--- src/rtl/snake_pkg.sv ---
// Shared types and defaults for the snake game datapath.
package snake_pkg;

    typedef enum logic [1:0] {
        MENU  = 2'd0,
        GAME  = 2'd1,
        ERROR = 2'd2
    } game_mode;

    localparam int unsigned ERR_FRAMES_DEF  = 120;
    localparam int unsigned OVER_FRAMES_DEF = 180;

endpackage

--- src/rtl/game_mode_ctrl_if.sv ---
// Control and status bundle between the mode controller and its neighbours.
interface game_mode_ctrl_if;
    import snake_pkg::*;

    logic     vblnk;
    logic     start;
    logic     link_ok;
    logic     game_over;
    game_mode mode;
    logic     game_rst;
    logic     frame_tick;

    modport master (
        output vblnk, start, link_ok, game_over,
        input  mode, game_rst, frame_tick
    );

    modport slave (
        input  vblnk, start, link_ok, game_over,
        output mode, game_rst, frame_tick
    );

endinterface

--- src/rtl/edge_det.sv ---
// Registered rising-edge detector; RST_VAL=1 suppresses an edge for lines held high through reset.
module edge_det #(
    parameter logic RST_VAL = 1'b1
) (
    input  logic clk,
    input  logic rst,
    input  logic d,
    output logic rise_c
);

    logic d_q;

    always_ff @(posedge clk or negedge rst) begin
        if (!rst) d_q <= RST_VAL;
        else      d_q <= d;
    end

    assign rise_c = d & ~d_q;

endmodule

--- src/rtl/game_mode_ctrl.sv ---
// Frame-synchronous MENU/GAME/ERROR sequencer; mode changes commit only on the vblnk rise.
module game_mode_ctrl
    import snake_pkg::*;
#(
    parameter int unsigned ERR_FRAMES  = ERR_FRAMES_DEF,
    parameter int unsigned OVER_FRAMES = OVER_FRAMES_DEF
) (
    input  logic              clk,
    input  logic              rst,
    game_mode_ctrl_if.slave   bus
);

    localparam int unsigned CNT_MAX = (ERR_FRAMES > OVER_FRAMES) ? ERR_FRAMES : OVER_FRAMES;
    localparam int unsigned CW      = $clog2(CNT_MAX + 1);

    typedef enum logic [1:0] {
        ST_MENU  = 2'd0,
        ST_GAME  = 2'd1,
        ST_OVER  = 2'd2,
        ST_ERROR = 2'd3
    } state_t;

    state_t          state;
    logic [CW-1:0]   cnt;
    logic            start_pend;
    logic            err_pend;
    logic            over_pend;
    logic            tick;
    logic            start_rise;

    edge_det #(.RST_VAL(1'b1)) u_vblnk_det (
        .clk    (clk),
        .rst    (rst),
        .d      (bus.vblnk),
        .rise_c (tick)
    );

    edge_det #(.RST_VAL(1'b1)) u_start_det (
        .clk    (clk),
        .rst    (rst),
        .d      (bus.start),
        .rise_c (start_rise)
    );

    assign bus.frame_tick = tick;

    // Flags are captured every cycle; any transition below clears them, overriding the capture.
    always_ff @(posedge clk or negedge rst) begin
        if (!rst) begin
            state        <= ST_MENU;
            bus.mode     <= MENU;
            bus.game_rst <= 1'b0;
            cnt          <= '0;
            start_pend   <= 1'b0;
            err_pend     <= 1'b0;
            over_pend    <= 1'b0;
        end else begin
            bus.game_rst <= 1'b0;

            if (state == ST_MENU && start_rise)                       start_pend <= 1'b1;
            if ((state == ST_GAME || state == ST_OVER) && !bus.link_ok) err_pend   <= 1'b1;
            if (state == ST_GAME && bus.game_over)                    over_pend  <= 1'b1;

            if (tick) begin
                unique case (state)
                    ST_MENU: begin
                        if (start_pend) begin
                            start_pend <= 1'b0;
                            err_pend   <= 1'b0;
                            over_pend  <= 1'b0;
                            if (bus.link_ok) begin
                                state        <= ST_GAME;
                                bus.mode     <= GAME;
                                bus.game_rst <= 1'b1;
                                cnt          <= '0;
                            end else begin
                                state    <= ST_ERROR;
                                bus.mode <= ERROR;
                                cnt      <= CW'(ERR_FRAMES);
                            end
                        end
                    end
                    ST_GAME: begin
                        if (err_pend || over_pend) begin
                            start_pend <= 1'b0;
                            err_pend   <= 1'b0;
                            over_pend  <= 1'b0;
                            if (err_pend) begin
                                state    <= ST_ERROR;
                                bus.mode <= ERROR;
                                cnt      <= CW'(ERR_FRAMES);
                            end else begin
                                state <= ST_OVER;
                                cnt   <= CW'(OVER_FRAMES);
                            end
                        end
                    end
                    ST_OVER: begin
                        if (err_pend) begin
                            state      <= ST_ERROR;
                            bus.mode   <= ERROR;
                            cnt        <= CW'(ERR_FRAMES);
                            start_pend <= 1'b0;
                            err_pend   <= 1'b0;
                            over_pend  <= 1'b0;
                        end else if (cnt == CW'(1)) begin
                            state      <= ST_MENU;
                            bus.mode   <= MENU;
                            cnt        <= '0;
                            start_pend <= 1'b0;
                            err_pend   <= 1'b0;
                            over_pend  <= 1'b0;
                        end else if (cnt != '0) begin
                            cnt <= cnt - CW'(1);
                        end
                    end
                    ST_ERROR: begin
                        if (cnt != '0) begin
                            cnt <= cnt - CW'(1);
                        end else if (bus.link_ok) begin
                            state      <= ST_MENU;
                            bus.mode   <= MENU;
                            start_pend <= 1'b0;
                            err_pend   <= 1'b0;
                            over_pend  <= 1'b0;
                        end
                    end
                endcase
            end
        end
    end

endmodule

--- src/flat_wrapper.sv ---
// flat-port wrapper written by rule: the top's interface ports become plain ports
module game_mode_ctrl_flat import snake_pkg::*;
#(
    parameter int unsigned ERR_FRAMES  = ERR_FRAMES_DEF,
    parameter int unsigned OVER_FRAMES = OVER_FRAMES_DEF
)
  (clk, rst, bus_vblnk, bus_start, bus_link_ok, bus_game_over, bus_mode, bus_game_rst, bus_frame_tick);
  game_mode_ctrl_if bus_i ();
  input  logic clk;
  input  logic rst;
  input wire logic [$bits(bus_i.vblnk)-1:0] bus_vblnk;
  input wire logic [$bits(bus_i.start)-1:0] bus_start;
  input wire logic [$bits(bus_i.link_ok)-1:0] bus_link_ok;
  input wire logic [$bits(bus_i.game_over)-1:0] bus_game_over;
  output wire logic [$bits(bus_i.mode)-1:0] bus_mode;
  output wire logic [$bits(bus_i.game_rst)-1:0] bus_game_rst;
  output wire logic [$bits(bus_i.frame_tick)-1:0] bus_frame_tick;
  assign bus_i.vblnk = bus_vblnk;
  assign bus_i.start = bus_start;
  assign bus_i.link_ok = bus_link_ok;
  assign bus_i.game_over = bus_game_over;
  assign bus_mode = bus_i.mode;
  assign bus_game_rst = bus_i.game_rst;
  assign bus_frame_tick = bus_i.frame_tick;
  game_mode_ctrl #(.ERR_FRAMES(ERR_FRAMES), .OVER_FRAMES(OVER_FRAMES)) u_core (.clk(clk), .rst(rst), .bus(bus_i));
endmodule
--- config.mk ---
export PLATFORM = sky130hd
export DESIGN_NAME = game_mode_ctrl_flat
export DESIGN_NICKNAME = d
export VERILOG_FILES = /design/src/rtl/snake_pkg.sv /design/src/rtl/game_mode_ctrl_if.sv /design/src/rtl/edge_det.sv /design/src/rtl/game_mode_ctrl.sv /design/src/flat_wrapper.sv
export SDC_FILE = /design/constraint.sdc
export NUM_CORES = 1
export LEC_CHECK = 0
export ABC_AREA = 1
export BUFFER_PORTS_ARGS = -buffer_cell sky130_fd_sc_hd__buf_2
export CELL_PAD_IN_SITES_DETAIL_PLACEMENT = 1
export CELL_PAD_IN_SITES_GLOBAL_PLACEMENT = 1
export CORE_MARGIN = 4
export CORE_UTILIZATION = 46
export CTS_CLUSTER_DIAMETER = 30
export DETAILED_ROUTE_END_ITERATION = 10
export GPL_ROUTABILITY_DRIVEN = 1
export PLACE_DENSITY = 0.84
export SYNTH_ARGS = -nofsm -noshare
export SYNTH_HDL_FRONTEND = slang
export SYNTH_SLANG_ARGS = --single-unit
--- constraint.sdc ---
create_clock -name clk -period 2.83 [get_ports clk]
set_clock_uncertainty 0.15 [all_clocks]
set_input_delay 0.1415 -clock clk [delete_from_list [all_inputs] [get_ports clk]]
set_output_delay 0.1415 -clock clk [all_outputs]
set_load 0.01 [all_outputs]
==> flow_metrics.py, run 1 <==
metrics = {
    "worst_setup_path": {
        "critical_path_depth": 9,
        "worst-path-max-fanout": 9,
        "crit_buf_inv": 2,
        "crit_slowest_cell": "dfrtp_1",
        "cp-start-kind": "flop",
        "max_stage_delay_ns": 0.42,
        "crit_required_ns": 2.89,
        "path_class": "flop to flop",
        "r2r_cells": 9,
        "crit_family": "simple AND/OR/NAND/NOR gates",
        "worstPathArrival_ns": 1.86,
        "critPathCaptureType": "flop",
        "crit_chain": "inv_1, ha_1, nand2_4, nor2_4, nor2_8, nand3_2, clkinv_1, nand3_1, nand2_1",
    },
    "timing": {
        "setup_viol": 0,
        "period_minus_slack_ns": 1.80,
        "finalHoldViolCount": 0,
        "setup_tns_ns": 0,
        "relSlewSlack": 0.710,
        "worst_slack_ns": 1.03,
        "rsz0062_at_grt": "false",
        "fmax_ghz": 0.556,
        "worst_pin_slew_ns": 0.436,
        "drv_slew": 0,
        "post-route-period-util": 0.635,
    },
    "global_route": {
        "overflow": 0,
        "grt_pass1_vias": 1241,
        "grt_start_max_net_pins": 19,
        "grt.total_usage": 0.203,
        "grt_pass1_wl_um": 5390,
        "antenna_found_initial": 0,
    },
    "route": {
        "drc": 0,
        "firstDrtPassIters": 4,
        "postRouteAntennaNets": 0,
        "drt_wl_total_um": 2950,
        "drtIter0Drc": 40,
        "maxUsedRoutingLayer": "met4",
        "met2WireLength_um": 1580,
        "drt-met1-wl_um": 1270,
        "num_vias": 1085,
        "via_per_inst": 5.19,
        "wl_per_cell_um": 14.1,
        "route.met3.wl_um": 42,
    },
    "logic_synthesis": {
        "synth_area_leaders": "dfrtp_1, nand2_1, ha_1",
        "synth_edf_count": 0,
        "synthCells": 161,
        "yosysWarnings": 0,
        "synth.distinct_cells": 25,
        "ys.flop_type": "dfrtp_1",
        "yosys.area.top_type": "dfrtp_1",
        "ys_seq_elements": 18,
        "syn_avg_cell_area_um2": 7.62,
        "synth_seq_area_share": 0.369,
        "synth_top_area_share": 0.327,
        "mappedNetlistArea_mm2": 0.00123,
        "synthesis.nets": 175,
        "async_flop_share": 1.00,
    },
    "clock_network": {
        "cts.clk_slew.worst_paths_ns": 0.12,
        "htree_num_levels": 1,
        "numCtsBuffers": 3,
        "postCtsSetupRepairBufs": 0,
        "cts.sinks": 18,
        "cts.path.max_buffers": 2,
        "clock_latency_ns": 0.31,
        "clockRootBuffer": "clkbuf_4",
        "cts_tree": "built",
    },
    "die": {
        "placementRows": 18,
        "core_area_mm2": 0.00250,
        "die_y_um": 59.6,
        "dieArea_mm2": 0.00356,
        "dieWidth_um": 59.6,
        "initial_core_util": 0.490,
        "pin_count": 10,
    },
    "run_status": {
        "run_status": "completed",
    },
    "placement": {
        "dpl_worst_slack_ns": 1.04,
        "gp_congestion": 0.797,
        "dp_cells": 200,
        "port_buffers": 9,
        "dpl.hpwl_um": 2400,
    },
    "finish": {
        "final_nets": 194,
        "num-fill-cells": 339,
        "post_route_cells_drive_above_1_share": 0.179,
        "syn2layout_area_growth_pct": 13.0,
        "diodes": 0,
        "fin_util": 0.554,
        "regArea_um2": 453,
        "multi_input_area_um2": 684,
        "fin_cells": 209,
    },
    "power_and_ir_drop": {
        "p_leak_nw": 0.715,
        "max-vdd-ir-drop_uv": 559,
        "power.density_mw_per_mm2": 1080,
    },
    "worst_hold_path": {
        "hold_class": "primary input to asynchronous set/reset pin",
    },
    "flow_run": {
        "drv_cap": 0,
    },
}
-- what timing repair did --
item,in CTS,in global routing
hold buffers,5,0
resized for setup,0,0
hold endpoints to repair,22,0
-- through the flow --
step / cell area, um2 / total power, W / hold WS (ns)
after global placement: 1310 / 0.00131 / -0.0604
after CTS: 1390 / 0.00151 / 0.160
final: 1390 / 0.00150 / 0.144
after floorplan: 1230 / 0.00113 / -0.304
after global routing: 1390 / 0.00167 / 0.198
after detailed placement: 1310 / 0.00136 / -0.0431
-- cell usage in the layout (no fill, tap or decap), drive strengths merged --
cell          n
a21boi        1
a21oi         8
buf           9
clkbuf        4
clkinv        1
dfrtp        16
dfstp         2
dlygate4sd3   5
ha            8
inv          22
nand2        51
nand3        13
nand4         1
nor2         21
nor3          2
o21ai        11
xnor2         1
xor2          3
-- final cells by class --
| cell class | instances | area share |
|---|---|---|
| Timing Repair Buffer | 14 | 0.0687 |
| Tap cell | 30 | 0.0271 |
| Sequential cell | 18 | 0.327 |
| Clock buffer | 4 | 0.0190 |
| Multi-Input combinational cell | 120 | 0.494 |
| Inverter | 23 | 0.0641 |
-- metal layers --
layer,global-route usage,vias up
met3,0.0218,7
li1,-,540
met5,0,-
met4,0.108,0
met1,0.236,528
met2,0.360,10
-- registers in the layout, indices dropped and copies added (netlist names) --
name,count
u_core.state,2
u_core.bus.mode,2
u_core.u_start_det.d_q,1
u_core.bus.game_rst,1
u_core.over_pend,1
u_core.cnt,8
u_core.start_pend,1
u_core.err_pend,1
u_core.u_vblnk_det.d_q,1
-- synth_stat cells, types with 3 or more instances --
library cell  count
xor2_1            3
nand3_1          11
ha_1              8
o21ai_0           4
nor2_1           14
nand2_2           3
o21ai_1           6
nand2_1          46
a21oi_1           8
nor2_4            4
dfrtp_1          16
inv_1            19
-- cell families after synthesis --
kind of cell / after synthesis / synth area share
DFF: 18 / 0.369
and+or+nand+nor: 88 / 0.355
adders and majority gates: 8 / 0.0816
buffers and inverters: 23 / 0.0725
AOI/OAI and AO/OA: 20 / 0.0929
xor gates and xnor gates: 4 / 0.0286
-- worst paths after layout --
path	startpoint	to	slack [ns]
setup / recovery	u_core.state[1]	u_core.bus.mode[1]	1.03
hold / removal	rst	u_core.bus.game_rst	0.14
setup reg to reg	u_core.state[1]	u_core.bus.mode[1]	1.03
hold reg to reg	u_core.bus.mode[1]	u_core.bus.mode[1]	0.38
max in group asynchronous	rst	u_core.u_vblnk_det.d_q	2.04
min in group clk	bus_start	u_core.u_start_det.d_q	0.34
-- power breakdown --
part	leakage (nW)	internal [W]	total [W]	switching (W)
sequential	0.222	0.000362	0.000456	0.0000937
clock	0.0150	0.0000550	0.000142	0.0000869
combinational	0.478	0.000308	0.000903	0.000594
No activity file was read; power rests on OpenSTA's default activity.
==> run 2, diff against run 1 <==
- ABC_AREA: 1 -> 0
- CORE_UTILIZATION: 46 -> 41
- PLACE_DENSITY: 0.84 -> 0.76
- clock period: 2.83 -> 1.6 ns (I/O delays scaled with it)
==> flow_metrics.py, run 2 <==
metrics = {
    "run_status": {
        "run_status": "finished, violations left",
        "violations": "hold timing, setup timing",
    },
    "timing": {
        "rsz0062_at_grt": "true",
        "relSlewSlack": 0.691,
        "drv_slew": 0,
        "worst_pin_slew_ns": 0.464,
        "post-route-period-util": 1.30,
        "setup_viol": 15,
        "fmax_ghz": 0.479,
        "finalHoldViolCount": 1,
        "period_minus_slack_ns": 2.09,
        "worst_slack_ns": -0.487,
        "hold_slack_ns": -0.0101,
    },
    "finish": {
        "final_cell_mix": "buf_4, dfrtp_1, buf_2, inv_1",
        "diodes": 0,
        "largest_reg_flops": 8,
        "fin_area_mm2": 0.00204,
        "final_common_cell": "buf_4",
        "syn2layout_area_growth_pct": 75.2,
        "post_route_cells_drive_above_1_share": 0.604,
        "fin_util": 0.747,
        "reg_top3": "u_core.cnt (8), u_core.bus.mode (2), u_core.state (2)",
        "final_nets": 202,
        "top_register": "u_core.cnt",
        "fin_cells": 218,
    },
    "placement": {
        "dp_cells": 196,
        "dpl_worst_slack_ns": -0.286,
        "gp_congestion": 0.844,
        "dpl.hpwl_um": 2980,
        "place_area_mm2": 0.00157,
        "port_buffers": 9,
    },
    "clock_network": {
        "numCtsBuffers": 3,
        "cts.path.max_buffers": 2,
        "cts.clk_slew.worst_paths_ns": 0.14,
        "cts_tree": "built",
        "cts.sinks": 18,
        "clockRootBuffer": "clkbuf_4",
        "htree_num_levels": 1,
        "clock_latency_ns": 0.34,
    },
    "logic_synthesis": {
        "synth.distinct_cells": 36,
        "mappedNetlistArea_mm2": 0.00117,
        "synthAdderAreaFrac": 0.0858,
        "synth_top_family_by_area": "compound AO/OA/AOI/OAI gates",
        "synth_top_area_share": 0.343,
        "synthesis.nets": 134,
        "synth_edf_count": 0,
        "ys_seq_elements": 18,
        "syn_avg_cell_area_um2": 9.72,
        "async_flop_share": 1.00,
        "synth-simple-area-share": 0.216,
        "yosys.area.top_type": "dfrtp_1",
        "synth_common_cells": "dfrtp_1, inv_1, ha_1, nand2_1, a31oi_1",
        "synth_seq_area_share": 0.388,
        "ys.flop_type": "dfrtp_1",
        "synth_most_common_cell": "dfrtp_1",
        "synth_area_leaders": "dfrtp_1, ha_1, dfstp_2",
        "yosysWarnings": 0,
        "synth_compound_area_frac": 0.225,
        "synth_xor_area_frac": 0,
        "muxShareOfSynthArea": 0.0386,
        "synthCells": 120,
    },
    "global_route": {
        "grt_start_max_net_pins": 19,
        "grt.total_usage": 0.299,
        "grt_pass1_vias": 1428,
        "overflow": 0,
        "antenna_found_initial": 0,
        "grt_pass1_wl_um": 7820,
    },
    "worst_setup_path": {
        "path_common_cell": "buf_4",
        "path_class": "flop to flop",
        "r2r-start": "u_core.cnt[4]",
        "worstPathArrival_ns": 2.15,
        "crit_chain": "nor3_4, buf_4, o211ai_1, buf_6, buf_4, a31oi_2, o32ai_2",
        "max_stage_delay_ns": 0.47,
        "cp-start-kind": "flop",
        "worst-path-max-fanout": 8,
        "r2r_cells": 7,
        "regToRegSetupSlack_ns": -0.49,
        "crit_slowest_cell": "dfrtp_1",
        "critPathCaptureType": "flop",
        "crit_required_ns": 1.66,
        "r2r_end": "u_core.cnt[6]",
    },
    "die": {
        "pin_count": 10,
        "die_y_um": 61.3,
        "dieWidth_um": 61.3,
        "dieArea_mm2": 0.00376,
        "core_area_mm2": 0.00273,
        "placementRows": 19,
        "initial_core_util": 0.427,
    },
    "power_and_ir_drop": {
        "p_leak_nw": 0.874,
        "finalPower_w": 0.00463,
        "power.density_mw_per_mm2": 2270,
        "max-vdd-ir-drop_uv": 1710,
    },
    "worst_hold_path": {
        "worstHoldStart": "bus_game_over",
        "holdPathEnd": "u_core.over_pend",
        "hold_class": "primary input to flop",
        "hold_depth": 3,
    },
    "route": {
        "num_vias": 1428,
        "drc": 0,
        "wl_per_cell_um": 28.2,
        "via_per_inst": 6.55,
        "drtIter0Drc": 120,
        "postRouteAntennaNets": 0,
        "firstDrtPassIters": 4,
        "drt_wl_total_um": 6160,
    },
    "flow_run": {
        "drv_cap": 0,
    },
}
run 2: cell count changes after synthesis, sizes merged, moves of 4 or more:
cell,before,now
nor3,2,9
o21ai,11,3
mux2,0,4
o211ai,0,5
inv,22,13
nand2,51,8
nand3,13,3
nor2,21,4
a31oi,0,7
run 2: logic make-up (layout without fill, tap and decap cells):
kind of cell    after synthesis  in the layout
compound gates               34             34
fa+ha+maj                     8              8
buf+inv                      14             81
flops                        18             18
mux                           4              4
simple gates                 42             42
run 2: timing repair:
action	CTS	global route
endpoints found under the hold margin	21	0
cloned	1	0
buffers inserted	2	11
setup endpoints to repair	15	16
hold buffers	4	0
pin swaps	15	8
gates resized for setup	36	14
run 2: layout make-up:
cell class / instances / area [um2]
fillers: 256 / 691
repair buffers: 64 / 508
flip-flops and latches: 18 / 454
clock buffers: 4 / 36.3
well taps: 31 / 38.8
multi-input cells: 88 / 955
inverters: 13 / 51.3
run 2: routing by layer:
layer / vias to the layer above / track usage / part of all wire
met2: 88 / 0.508 / 0.50
met5: - / 0 / 0
met3: 30 / 0.0545 / 0.073
li1: 589 / - / -
met4: 0 / 0.139 / 0.053
met1: 721 / 0.366 / 0.38
run 2: report_power, final:
group	total (W)	internal, W	switching (W)
Combinational	0.00343	0.00157	0.00185
Sequential	0.000882	0.000634	0.000248
Clock	0.000322	0.000140	0.000183
Total	0.00463	0.00235	0.00228
run 2: through the flow:
stage | hold slack [ns] | TNS [ns]
finish | -0.0101 | -5.31
global route | 0.0191 | -6.16
CTS | -0.00311 | -3.67
detailed placement | -0.111 | -3.78
global placement | -0.115 | -2.78
floorplan | -0.366 | -1.39
run 2: how the worst max path moves through the flow:
stage | from | to | slack (ns) | depth (start not counted)
after floorplan | u_core.state[0] | u_core.state[0] | -0.18 | 5
after global placement | u_core.state[0] | u_core.bus.mode[0] | -0.24 | 6
after detailed placement | u_core.state[0] | u_core.cnt[3] | -0.29 | 7
after CTS | u_core.state[0] | u_core.cnt[0] | -0.29 | 7
after global routing | u_core.cnt[0] | u_core.cnt[6] | -0.54 | 7
final | u_core.cnt[4] | u_core.cnt[6] | -0.49 | 7
run 2: critical path, delay by kind of cell (launching register included):
kind / cells / cell delay (ns)
buffers and inverters: 3 / 0.50
AO/OA/AOI/OAI: 3 / 0.49
flip-flops: 1 / 0.47
AND/OR/NAND/NOR: 1 / 0.36
==> run 3, diff against run 2 <==
- CORE_ASPECT_RATIO: default -> 2
- CORE_MARGIN: 4 -> 3
==> flow_metrics.py, run 3 <==
metrics = {
    "logic_synthesis": {
        "mappedNetlistArea_mm2": 0.00117,
        "synth_compound_area_frac": 0.225,
        "muxShareOfSynthArea": 0.0386,
        "synth-simple-area-share": 0.216,
        "synth.distinct_cells": 36,
        "synthAdderAreaFrac": 0.0858,
        "ys_seq_elements": 18,
        "async_flop_share": 1.00,
        "synth_area_leaders": "dfrtp_1, ha_1, dfstp_2",
        "synthesis.nets": 134,
        "synthCells": 120,
        "synth_seq_area_share": 0.388,
        "yosys.area.top_type": "dfrtp_1",
        "synth_top_family_by_area": "compound AO/OA/AOI/OAI gates",
        "synth_xor_area_frac": 0,
        "synth_most_common_cell": "dfrtp_1",
        "synth_common_cells": "dfrtp_1, inv_1, ha_1, nand2_1, a31oi_1",
        "synth_edf_count": 0,
        "synth_top_area_share": 0.343,
        "syn_avg_cell_area_um2": 9.72,
        "yosysWarnings": 0,
        "ys.flop_type": "dfrtp_1",
    },
    "timing": {
        "worst-ep-kind": "sequential cell input",
        "postGrtWorstEndpoint": "u_core.state[1]$_DFFE_PN0P_/D",
    },
    "run_status": {
        "stop_stage": "global routing",
        "tool.error": "[ERROR DPL-0033] detailed placement checks failed during check placement.",
        "run_status": "aborted with a tool error",
    },
    "die": {
        "initial_core_util": 0.443,
        "placementRows": 26,
        "die_y_um": 81.4,
        "pin_count": 10,
        "dieWidth_um": 43.7,
    },
    "placement": {
        "dpl.hpwl_um": 3090,
        "port_buffers": 9,
        "gp_congestion": 0.849,
    },
    "global_route": {
        "grt_start_max_net_pins": 19,
        "antenna_found_initial": 0,
    },
    "clock_network": {
        "clockRootBuffer": "clkbuf_8",
        "numCtsBuffers": 3,
        "cts.path.max_buffers": 2,
        "htree_num_levels": 1,
        "cts.sinks": 18,
    },
}
-- run 3: cell counts after synthesis --
No cell type changed its count.
-- run 3: cells by family after synthesis --
kind of cell	count (synthesis)
adders and majority gates	8
muxes	4
buffers and inverters	14
DFF	18
and+or+nand+nor	42
AOI/OAI and AO/OA	34
-- run 3: what timing repair did --
action | in CTS
hold buffers | 4
resized for setup | 18
setup endpoints to repair | 15
buffers inserted | 7
pin swaps | 5
endpoints found under the hold margin | 21
-- run 3: through the flow --
step	hold slack (ns)	util	cell area [um2]	setup WS, ns	instances
detailed placement	-0.112	0.580	1530	-0.387	189
CTS	0.00859	0.673	1770	-0.266	204
floorplan	-0.366	-	1200	-0.179	120
global placement	-0.118	0.580	1530	-0.304	189
==> run 4, diff against run 3 <==
- CELL_PAD_IN_SITES_DETAIL_PLACEMENT: 1 -> default
- CELL_PAD_IN_SITES_GLOBAL_PLACEMENT: 1 -> default
- CORE_AREA: default -> 3 3 64 66
- CORE_ASPECT_RATIO: 2 -> default
- CORE_MARGIN: 3 -> default
- CORE_UTILIZATION: 41 -> default
- CTS_CLUSTER_DIAMETER: 30 -> default
- DIE_AREA: default -> 0 0 67 69
- PLACE_DENSITY: 0.76 -> default
- PLACE_DENSITY_LB_ADDON: default -> 0.15
- clock period: 1.6 -> 2.1 ns (I/O delays scaled with it)
==> flow_metrics.py, run 4 (same netlist as run 2, synthesis figures left out) <==
metrics = {
    "timing": {
        "setup_viol": 0,
        "relSlewSlack": 0.723,
        "drv_slew": 0,
        "setup_tns_ns": 0,
        "period_minus_slack_ns": 1.97,
        "post-route-period-util": 0.937,
        "hold_slack_ns": 0.0469,
        "finalHoldViolCount": 0,
        "fmax_ghz": 0.508,
        "worst_pin_slew_ns": 0.415,
        "rsz0062_at_grt": "true",
    },
    "finish": {
        "post_route_cells_drive_above_1_share": 0.236,
        "syn2layout_area_growth_pct": 25.3,
        "top_register": "u_core.cnt",
        "diodes": 0,
        "fin_area_mm2": 0.00146,
        "reg_top3": "u_core.cnt (8), u_core.bus.mode (2), u_core.state (2)",
        "final_cell_mix": "dfrtp_1, inv_1, buf_4, buf_2",
        "final_common_cell": "dfrtp_1",
        "largest_reg_flops": 8,
        "fin_cells": 196,
        "final_nets": 163,
    },
    "clock_network": {
        "cts.clk_slew.worst_paths_ns": 0.07,
        "clockRootBuffer": "clkbuf_8",
        "cts.path.max_buffers": 2,
        "htree_num_levels": 1,
        "cts_tree": "built",
        "numCtsBuffers": 3,
        "cts.sinks": 18,
        "clock_latency_ns": 0.26,
    },
    "route": {
        "drt_wl_total_um": 2830,
        "postRouteAntennaNets": 0,
        "drtIter0Drc": 62,
        "wl_per_cell_um": 14.4,
        "via_per_inst": 5.21,
        "firstDrtPassIters": 4,
        "drc": 0,
        "num_vias": 1022,
    },
    "power_and_ir_drop": {
        "power.density_mw_per_mm2": 1450,
        "switchingPower_w": 0.000939,
        "pwr-share-comb": 0.561,
        "power_frac_seq": 0.303,
        "clkPwrFrac": 0.136,
        "p_leak_nw": 0.643,
        "p_sw_frac": 0.443,
        "max-vdd-ir-drop_uv": 545,
        "power.internal_w": 0.00118,
    },
    "flow_run": {
        "drv_cap": 0,
    },
    "placement": {
        "place_area_mm2": 0.00134,
        "dp_cells": 186,
        "port_buffers": 9,
        "gp_congestion": 0.795,
        "dpl.hpwl_um": 2250,
    },
    "worst_hold_path": {
        "hold_depth": 3,
        "holdPathEnd": "u_core.over_pend",
        "hold_class": "primary input to flop",
        "worstHoldStart": "bus_game_over",
    },
    "worst_setup_path": {
        "regToRegSetupSlack_ns": 0.13,
        "crit_required_ns": 2.12,
        "r2r_cells": 7,
        "r2r_end": "u_core.cnt[1]",
        "worstPathArrival_ns": 1.99,
        "critPathCaptureType": "flop",
        "path_class": "flop to flop",
        "cp-start-kind": "flop",
        "r2r-start": "u_core.state[0]",
        "worst-path-max-fanout": 5,
    },
    "global_route": {
        "use_met3": 0.0342,
        "grt_use_met1": 0.182,
        "antenna_found_initial": 0,
        "use_met2": 0.217,
        "overflow": 0,
        "grt_pass1_wl_um": 4960,
        "grt_start_max_net_pins": 19,
        "grt_pass1_vias": 1053,
        "gr-max-usage-layer": "met2",
        "grt.total_usage": 0.136,
    },
    "die": {
        "core_area_mm2": 0.00363,
        "dieWidth_um": 67,
        "initial_core_util": 0.321,
        "die_y_um": 69,
        "placementRows": 22,
        "dieArea_mm2": 0.00462,
        "pin_count": 10,
    },
    "run_status": {
        "run_status": "completed",
    },
}
==> run 4: worst max-delay path, cell delays in order, from the launching register on <==
cell and delay (ns):
dfrtp_1 0.41, inv_1 0.11, ha_1 0.20, inv_1 0.10, a311oi_4 0.40, buf_4 0.19
o211ai_1 0.10, o221ai_1 0.21
==> run 4: power by group through the flow <==
stage	logic, W	registers, W	clock network [W]
after CTS	0.00118	0.000637	0.000302
after floorplan	0.000775	0.000624	0
after global routing	0.00134	0.000666	0.000313
after detailed placement	0.00117	0.000644	0
final	0.00119	0.000643	0.000289
after global placement	0.00117	0.000641	0
==> run 4: layer usage <==
metal / share of wire / routed length (um)
met1: 0.48 / 1360
met2: 0.48 / 1370
met3: 0.028 / 80
met4: 0.0071 / 20
met5: 0 / 0
==> run 4: cell type report <==
type / count / area, um2
fillers: 378 / 2170
flip-flops and latches: 18 / 453
repair buffers: 25 / 175
inverters: 13 / 48.8
multi-input cells: 88 / 669
well taps: 48 / 60.1
clock buffers: 4 / 55.1
==> run 4: metrics by stage <==
step	worst slack, ns	total power, W	utilization
4_1_cts	0.112	0.00212	0.397
3_3_place_gp	0.153	0.00181	0.369
3_5_place_dp	-0.0176	0.00181	0.369
5_1_grt	-0.00675	0.00232	0.402
6_report	0.133	0.00212	0.402
2_1_floorplan	0.292	0.00140	-
==> run 4: worst max path at each step <==
stage	start	endpoint	slack [ns]	depth (start not counted)
3_5_place_dp	u_core.state[1]	u_core.cnt[1]	-0.02	6
6_report	u_core.state[0]	u_core.cnt[1]	0.13	7
2_1_floorplan	u_core.cnt[0]	u_core.cnt[6]	0.29	5
3_3_place_gp	u_core.state[0]	u_core.bus.mode[1]	0.15	6
4_1_cts	u_core.state[1]	u_core.cnt[3]	0.11	7
5_1_grt	u_core.state[1]	u_core.cnt[3]	-0.007	6
==> run 4: what timing repair did <==
item,CTS,global route
endpoints found under the hold margin,21,0
setup buffers,0,2
setup endpoints to repair,2,7
pin swaps,0,1
gates resized for setup,1,1
hold buffers,4,0
